===== src/rtl/projectfinal_bcd_entry_if.sv =====
// Keypad-side bundle for the two-digit BCD entry combiner: key strobes in,
// converted number and live digit pair out.
interface projectfinal_bcd_entry_if;
  logic       KEY_VALID;
  logic [3:0] KEY_DIGIT;
  logic       KEY_ENT;
  logic       KEY_CLR;
  logic [6:0] NUM;
  logic       NUM_VALID;
  logic       ERR;
  logic [3:0] D10;
  logic [3:0] D1;
  logic [1:0] CNT;

  modport master (
    output KEY_VALID, KEY_DIGIT, KEY_ENT, KEY_CLR,
    input  NUM, NUM_VALID, ERR, D10, D1, CNT
  );

  modport slave (
    input  KEY_VALID, KEY_DIGIT, KEY_ENT, KEY_CLR,
    output NUM, NUM_VALID, ERR, D10, D1, CNT
  );
endinterface


===== src/rtl/projectfinal_bcd_entry.sv =====
// Two-digit decimal keypad entry: shifts BCD digits into a tens/ones pair and,
// on ENTER, converts the pair to a 7-bit binary value in a one-cycle CONV state.
module projectfinal_bcd_entry #(
  parameter int MAX_VAL = 99
) (
  input  logic                      CLK,
  input  logic                      RST,
  projectfinal_bcd_entry_if.slave   bus
);

  typedef enum logic [1:0] {EMPTY, ONE, TWO, CONV} state_t;

  localparam logic [31:0] LP_MAX = MAX_VAL;

  state_t     r_state, w_state_n;
  logic [3:0] r_d10, w_d10_n;
  logic [3:0] r_d1, w_d1_n;
  logic [1:0] r_cnt, w_cnt_n;
  logic [6:0] r_num, w_num_n;
  logic       r_nv, w_nv_n;
  logic       r_err, w_err_n;

  logic [6:0] w_res;
  logic       w_in_range;
  logic       w_dig_ok;

  // d10*10 + d1 as d10*8 + d10*2 + d1; max 99 fits 7 bits
  assign w_res      = {r_d10, 3'b000} + {2'b00, r_d10, 1'b0} + {3'b000, r_d1};
  assign w_in_range = ({25'd0, w_res} <= LP_MAX);
  assign w_dig_ok   = (bus.KEY_DIGIT <= 4'd9);

  always_ff @(posedge CLK or posedge RST) begin
    if (RST) begin
      r_state <= EMPTY;
      r_d10   <= 4'd0;
      r_d1    <= 4'd0;
      r_cnt   <= 2'd0;
      r_num   <= 7'd0;
      r_nv    <= 1'b0;
      r_err   <= 1'b0;
    end else begin
      r_state <= w_state_n;
      r_d10   <= w_d10_n;
      r_d1    <= w_d1_n;
      r_cnt   <= w_cnt_n;
      r_num   <= w_num_n;
      r_nv    <= w_nv_n;
      r_err   <= w_err_n;
    end
  end

  always_comb begin
    w_state_n = r_state;
    w_d10_n   = r_d10;
    w_d1_n    = r_d1;
    w_cnt_n   = r_cnt;
    w_num_n   = r_num;
    w_nv_n    = 1'b0;
    w_err_n   = 1'b0;

    if (bus.KEY_CLR) begin
      // clear wins over everything, including an in-flight conversion
      w_state_n = EMPTY;
      w_d10_n   = 4'd0;
      w_d1_n    = 4'd0;
      w_cnt_n   = 2'd0;
    end else begin
      case (r_state)
        CONV: begin
          if (w_in_range) begin
            w_num_n = w_res;
            w_nv_n  = 1'b1;
          end else begin
            w_err_n = 1'b1;
          end
          w_state_n = EMPTY;
          w_d10_n   = 4'd0;
          w_d1_n    = 4'd0;
          w_cnt_n   = 2'd0;
        end
        default: begin
          if (bus.KEY_ENT) begin
            if (r_state == EMPTY) w_err_n   = 1'b1;
            else                  w_state_n = CONV;
          end else if (bus.KEY_VALID) begin
            if (!w_dig_ok) begin
              w_err_n = 1'b1;
            end else begin
              // D1 is already 0 in EMPTY, so the shift loads D10=0 there
              w_d10_n   = r_d1;
              w_d1_n    = bus.KEY_DIGIT;
              w_cnt_n   = (r_cnt == 2'd2) ? 2'd2 : r_cnt + 2'd1;
              w_state_n = (r_state == EMPTY) ? ONE : TWO;
            end
          end
        end
      endcase
    end
  end

  assign bus.NUM       = r_num;
  assign bus.NUM_VALID = r_nv;
  assign bus.ERR       = r_err;
  assign bus.D10       = r_d10;
  assign bus.D1        = r_d1;
  assign bus.CNT       = r_cnt;

endmodule


===== src/flat_wrapper.sv =====
// flat-port wrapper written by rule: the top's interface ports become plain ports
module projectfinal_bcd_entry_flat 
#(
  parameter int MAX_VAL = 99
)
  (CLK, RST, bus_KEY_VALID, bus_KEY_DIGIT, bus_KEY_ENT, bus_KEY_CLR, bus_NUM, bus_NUM_VALID, bus_ERR, bus_D10, bus_D1, bus_CNT);
  projectfinal_bcd_entry_if bus_i ();
  input  logic CLK;
  input  logic RST;
  input wire logic [$bits(bus_i.KEY_VALID)-1:0] bus_KEY_VALID;
  input wire logic [$bits(bus_i.KEY_DIGIT)-1:0] bus_KEY_DIGIT;
  input wire logic [$bits(bus_i.KEY_ENT)-1:0] bus_KEY_ENT;
  input wire logic [$bits(bus_i.KEY_CLR)-1:0] bus_KEY_CLR;
  output wire logic [$bits(bus_i.NUM)-1:0] bus_NUM;
  output wire logic [$bits(bus_i.NUM_VALID)-1:0] bus_NUM_VALID;
  output wire logic [$bits(bus_i.ERR)-1:0] bus_ERR;
  output wire logic [$bits(bus_i.D10)-1:0] bus_D10;
  output wire logic [$bits(bus_i.D1)-1:0] bus_D1;
  output wire logic [$bits(bus_i.CNT)-1:0] bus_CNT;
  assign bus_i.KEY_VALID = bus_KEY_VALID;
  assign bus_i.KEY_DIGIT = bus_KEY_DIGIT;
  assign bus_i.KEY_ENT = bus_KEY_ENT;
  assign bus_i.KEY_CLR = bus_KEY_CLR;
  assign bus_NUM = bus_i.NUM;
  assign bus_NUM_VALID = bus_i.NUM_VALID;
  assign bus_ERR = bus_i.ERR;
  assign bus_D10 = bus_i.D10;
  assign bus_D1 = bus_i.D1;
  assign bus_CNT = bus_i.CNT;
  projectfinal_bcd_entry #(.MAX_VAL(MAX_VAL)) u_core (.CLK(CLK), .RST(RST), .bus(bus_i));
endmodule

===== config.mk =====
export PLATFORM = sky130hd
export DESIGN_NAME = projectfinal_bcd_entry_flat
export DESIGN_NICKNAME = d
export VERILOG_FILES = /design/src/rtl/projectfinal_bcd_entry_if.sv /design/src/rtl/projectfinal_bcd_entry.sv /design/src/flat_wrapper.sv
export SDC_FILE = /design/constraint.sdc
export NUM_CORES = 1
export LEC_CHECK = 0
export ABC_AREA = 1
export BUFFER_PORTS_ARGS = -buffer_cell sky130_fd_sc_hd__buf_2
export CORE_AREA = 2 2 52 54
export CTS_BUF_LIST = sky130_fd_sc_hd__clkbuf_16
export CTS_CLUSTER_DIAMETER = 200
export DETAILED_ROUTE_END_ITERATION = 6
export DIE_AREA = 0 0 54 56
export PLACE_DENSITY = 0.8
export SLEW_MARGIN = 20
export SYNTH_ARGS = -nofsm -noshare
export SYNTH_HDL_FRONTEND = slang
export SYNTH_SLANG_ARGS = --single-unit
export TNS_END_PERCENT = 50

===== constraint.sdc =====
create_clock -name CLK -period 2.8 [get_ports CLK]
set_clock_uncertainty 0.1 [all_clocks]
set_input_delay 0.14 -clock CLK [delete_from_list [all_inputs] [get_ports CLK]]
set_output_delay 0.14 -clock CLK [all_outputs]
set_load 0.01 [all_outputs]

==> results.md <==
Outcome:
- The flow ran to the end, and the final reports show no timing, DRC or antenna violations.

Layout:
- The count of filler cells inserted in the layout is 208.
- For this run, the share of the core covered by cells in the final layout is 62.9%.
- Cells with a size suffix above 1 make up 28.3% of the layout.
- The antenna diode instance count is 0.
- Relative to the synthesized area, the layout overhead comes to 21.8%.
- Summing all multi-input logic gate instances after layout gives 627 µm².
- The library cells used most frequently in the layout, excluding fill and tap cells, are sky130_fd_sc_hd__nand2_1, sky130_fd_sc_hd__buf_2, sky130_fd_sc_hd__inv_1.
- At the end of the flow, the number of nets in the layout was 193.
- The total area of sequential cells is 526 µm².
- The most frequent standard cell in the layout excluding fill and tap cells is sky130_fd_sc_hd__nand2_1.

Clock tree:
- For this design, the sink count on the clock tree is 21.
- The number of levels the H-tree was split into is 1.
- The quantity of hold-fixing buffers added after cts is 3.
- Clock latency on the worst-skew pair, taken at its later pin, is 0.25 ns.
- After clock tree synthesis, the repair step resized 0 gates.
- In this run, CTS created clock tree buffers numbering 3.
- The post-CTS setup repair buffer count is 0.
- The root buffer selected by CTS is sky130_fd_sc_hd__clkbuf_16.
- The clock tree from TritonCTS is built.
- The longest clock path from root to sink contains 2 buffers.
- The clock input transition at the sequential cells of the worst setup and hold paths is 0.05 ns.

Routing:
- Using the TritonRoute via totals, the vias-per-cell ratio works out to 5.09.
- The violation count after the first detailed-route iteration is 16.
- Before antenna repair, the detailed router went through 4 iterations.
- The total via count in the routed design is 1033.
- After detailed routing, the average wire length per cell comes to 12.6 µm.
- The number of nets with antenna violations after detailed routing is 0.
- The total wire length after detailed routing is 2560 µm.
- The post-detailed-route DRC marker count is 0.

Setup path:
- The signal on the critical path passes through inv_1 -> fa_1 -> fa_1 -> inv_1 -> nand3_1 -> nand2_1 -> nand2_1 -> nand2_2 -> nand3_4 -> nand2_4 -> nand2_1 -> nand2_1.
- The worst setup path is captured at a flop.
- The number of cells on the worst reg-to-reg path is 12.
- In this run the critical register-to-register path is captured at u_core.bus.NUM[3].
- On the worst path, the slowest cell contributes a delay of 0.48 ns.
- By startpoint and endpoint, the worst setup path is classified as flop to flop.
- The maximum fanout along the worst path is 9.
- The kind of start point of the critical path is a flop.
- The startpoint identified for the worst register-to-register timing path is u_core.bus.D1[3].
- In this design, the critical path's most frequently occurring cell is sky130_fd_sc_hd__nand2_1.
- The count of buffering cells on the critical path with inverters included is 2.
- Data arrives at the worst endpoint at 2.53 ns.
- At the worst endpoint, the required time is 2.89 ns.
- The setup check on the worst reg-to-reg path leaves a slack of 0.36 ns.
- On the critical path the largest part of the delay comes from adder cells.
- Among all stages on the critical path, the largest delay is contributed by sky130_fd_sc_hd__fa_1.

Logic synthesis:
- Summed over all instances, the cell type with the most area after synthesis is sky130_fd_sc_hd__dfrtp_1.
- The share of the synthesized area in the top cell type is 41.8%.
- The distinct cell type count of the synthesized netlist is 26.
- The net count after synthesis is 159.
- The sequential area share after synthesis is 41.8%.
- The number of synthesized register bits is 21.
- Dividing the synthesized area by the synthesized cell count gives 8.97 µm².
- The area of the mapped netlist is 1260 µm².
- The number of warnings printed during yosys synthesis is 0.
- By area the synthesized netlist is led by sky130_fd_sc_hd__dfrtp_1, sky130_fd_sc_hd__nand2_1, sky130_fd_sc_hd__ha_1, sky130_fd_sc_hd__inv_1, sky130_fd_sc_hd__nand3_1.
- The synthesized instance count is 140.

STA:
- The headroom to the max-slew limit is 48.2%.
- The maximum clock frequency is 410 MHz.
- Setup repair after global routing left no endpoint under its margin.
- Of the available clock period, the critical path in the final layout requires 87.2%.
- The post-route setup TNS is 0 ns.
- The worst-margin pin slew is 0.776 ns.
- The number of failing hold endpoints at the final stage came to 0.
- The routed design could run at a clock period as short as 2.44 ns.
- Setup violations remaining at the end of the flow were counted as 0.
- The max-slew violation total from the final report is 0.
- The worst slack on hold paths is 0.0116 ns.

Global route:
- The number of antenna violations at the first check in global routing came to 0.
- The overflow left after global routing is 0.
- The via count of the first global-routing pass is 1020.
- Across every metal layer, demand over resource in global routing totals 19.7%.
- Entering global routing, the biggest net connects 22 pins.
- The first global-routing pass estimated 4360 µm of wire.

Floorplanning:
- The core area is 2430 µm².
- During I/O placement, the number of pins put on the boundary was 28.
- The cell row count is 18.
- The initial core utilization is 51.6%.
- The die covers 3020 µm².
- The die is 54 µm wide.
- The floorplan step set the die height to 56 µm.

Min path:
- The path with the worst hold slack has its endpoint at u_core.bus.D1[1].
- The launch point of the worst hold path is bus_KEY_DIGIT[1].
- The path class of the tightest hold or removal check is primary input to flop.
- Counting instances, the worst hold path has a depth of 3.

Power and ir drop:
- Summed over all cells, the static leakage comes to 0.888 nW.
- The switching share of total power is 28.7%.
- IR analysis of the VDD net gives a maximum drop of 0.000392 V.
- Per report_power, the sequential group accounts for 43.5% of the total.
- The cell-internal power is 0.589 mW.
- For this design the ratio of total power to cell area is 540 nW/µm².
- The clock share of power is 35.8%.
- The share of power burned in combinational logic is 20.7%.
- In this run the power spent charging and discharging nets is 0.238 mW.

Place:
- The final weighted congestion in routability-driven placement is 0.876.
- The half-perimeter wire length after placement is 1920 µm.
- The number of buffers added on ports is 27.

Flow run:
- The number of max-cap violations is 0.
## cell type report
type	count	share of cell area (%)
timing repair buffer	30	10.8
clock inverter	1	0.245
inverter	25	6.30
multi-input combinational	93	41.0
clock buffer	3	4.91
sequential	21	34.3
tap	30	2.45
## metal layers
layer / track usage, % / routed length, µm
met1: 23.1 / 1060
met2: 33.3 / 1310
met3: 4.30 / 146
met4: 8.57 / 53
met5: 0 / 0
## worst register-to-register path, stage by stage, from the launching register on
cell	delay, ns
sky130_fd_sc_hd__dfrtp_1	0.37
sky130_fd_sc_hd__inv_1	0.15
sky130_fd_sc_hd__fa_1	0.47
sky130_fd_sc_hd__fa_1	0.48
sky130_fd_sc_hd__inv_1	0.09
sky130_fd_sc_hd__nand3_1	0.09
sky130_fd_sc_hd__nand2_1	0.10
sky130_fd_sc_hd__nand2_1	0.07
sky130_fd_sc_hd__nand2_2	0.09
sky130_fd_sc_hd__nand3_4	0.12
sky130_fd_sc_hd__nand2_4	0.13
sky130_fd_sc_hd__nand2_1	0.06
sky130_fd_sc_hd__nand2_1	0.06
## logic make-up (layout without fill, tap and decap cells)
| group | count (synthesis) | in the layout | share of synthesized area (%) |
|---|---|---|---|
| AOI/OAI and AO/OA | 18 | 18 | 10.8 |
| xor gates and xnor gates | 1 | 1 | 0.697 |
| adders and majority gates | 10 | 10 | 11.2 |
| buffers and inverters | 26 | 59 | 8.27 |
| DFF | 21 | 21 | 41.8 |
| and+or+nand+nor | 64 | 64 | 27.3 |
## cells in the mapped netlist
| cell type | n |
|---|---|
| sky130_fd_sc_hd__nand3_1 | 14 |
| sky130_fd_sc_hd__o21ai_0 | 4 |
| sky130_fd_sc_hd__nand3_4 | 1 |
| sky130_fd_sc_hd__inv_2 | 3 |
| sky130_fd_sc_hd__o21bai_1 | 1 |
| sky130_fd_sc_hd__nor2_2 | 1 |
| sky130_fd_sc_hd__inv_4 | 1 |
| sky130_fd_sc_hd__nor2_8 | 2 |
| sky130_fd_sc_hd__a31oi_4 | 1 |
| sky130_fd_sc_hd__inv_1 | 21 |
| sky130_fd_sc_hd__o21ai_2 | 1 |
| sky130_fd_sc_hd__nand3_2 | 1 |
| sky130_fd_sc_hd__nand2_1 | 34 |
| sky130_fd_sc_hd__nand2_2 | 2 |
| sky130_fd_sc_hd__nand2_4 | 2 |
| sky130_fd_sc_hd__or2_1 | 1 |
| sky130_fd_sc_hd__fa_1 | 2 |
| sky130_fd_sc_hd__nor2_1 | 5 |
| sky130_fd_sc_hd__o21ai_1 | 3 |
| sky130_fd_sc_hd__nor2_4 | 1 |
| sky130_fd_sc_hd__o22ai_2 | 3 |
| sky130_fd_sc_hd__xor2_1 | 1 |
| sky130_fd_sc_hd__dfrtp_1 | 21 |
| sky130_fd_sc_hd__buf_4 | 1 |
| sky130_fd_sc_hd__a21oi_1 | 5 |
| sky130_fd_sc_hd__ha_1 | 8 |
## per-stage QoR
| stage | worst slack (ns) | instance area, µm² | total power, mW | cells |
|---|---|---|---|---|
| after floorplan | 0.533 | 1260 | 0.476 | 140 |
| after global placement | 0.530 | 1420 | 0.524 | 196 |
| after detailed placement | 0.416 | 1420 | 0.531 | 196 |
| after CTS | 0.360 | 1530 | 0.836 | 203 |
| after global routing | 0.212 | 1530 | 0.876 | 203 |
| final | 0.360 | 1530 | 0.827 | 203 |
## worst max path at each step
stage | start | endpoint | cells past startpoint
after floorplan | u_core.bus.D1[3] | u_core.bus.NUM[0] | 10
after global placement | u_core.bus.D1[3] | u_core.bus.NUM[0] | 10
after detailed placement | u_core.bus.D1[3] | u_core.bus.NUM[3] | 12
after CTS | u_core.bus.D1[3] | u_core.bus.NUM[0] | 12
after global routing | u_core.bus.D10[0] | u_core.bus.NUM[3] | 12
final | u_core.bus.D1[3] | u_core.bus.NUM[3] | 12
## sequential cells by signal (all words and copies together) (netlist names)
| signal | count |
|---|---|
| u_core.bus.NUM | 7 |
| u_core.bus.D10 | 4 |
| u_core.bus.D1 | 4 |
| u_core.bus.CNT | 2 |
| u_core.r_state | 2 |
| u_core.bus.ERR | 1 |
| u_core.bus.NUM_VALID | 1 |
## power by group through the flow
stage                     clock (mW)  sequential (mW)  combinational, mW
after global placement             0            0.362              0.162
after floorplan                    0            0.373              0.103
after CTS                      0.303            0.360              0.173
after global routing           0.317            0.364              0.195
final                          0.296            0.359              0.171
after detailed placement           0            0.363              0.168
No activity file was read; power rests on OpenSTA's default activity.
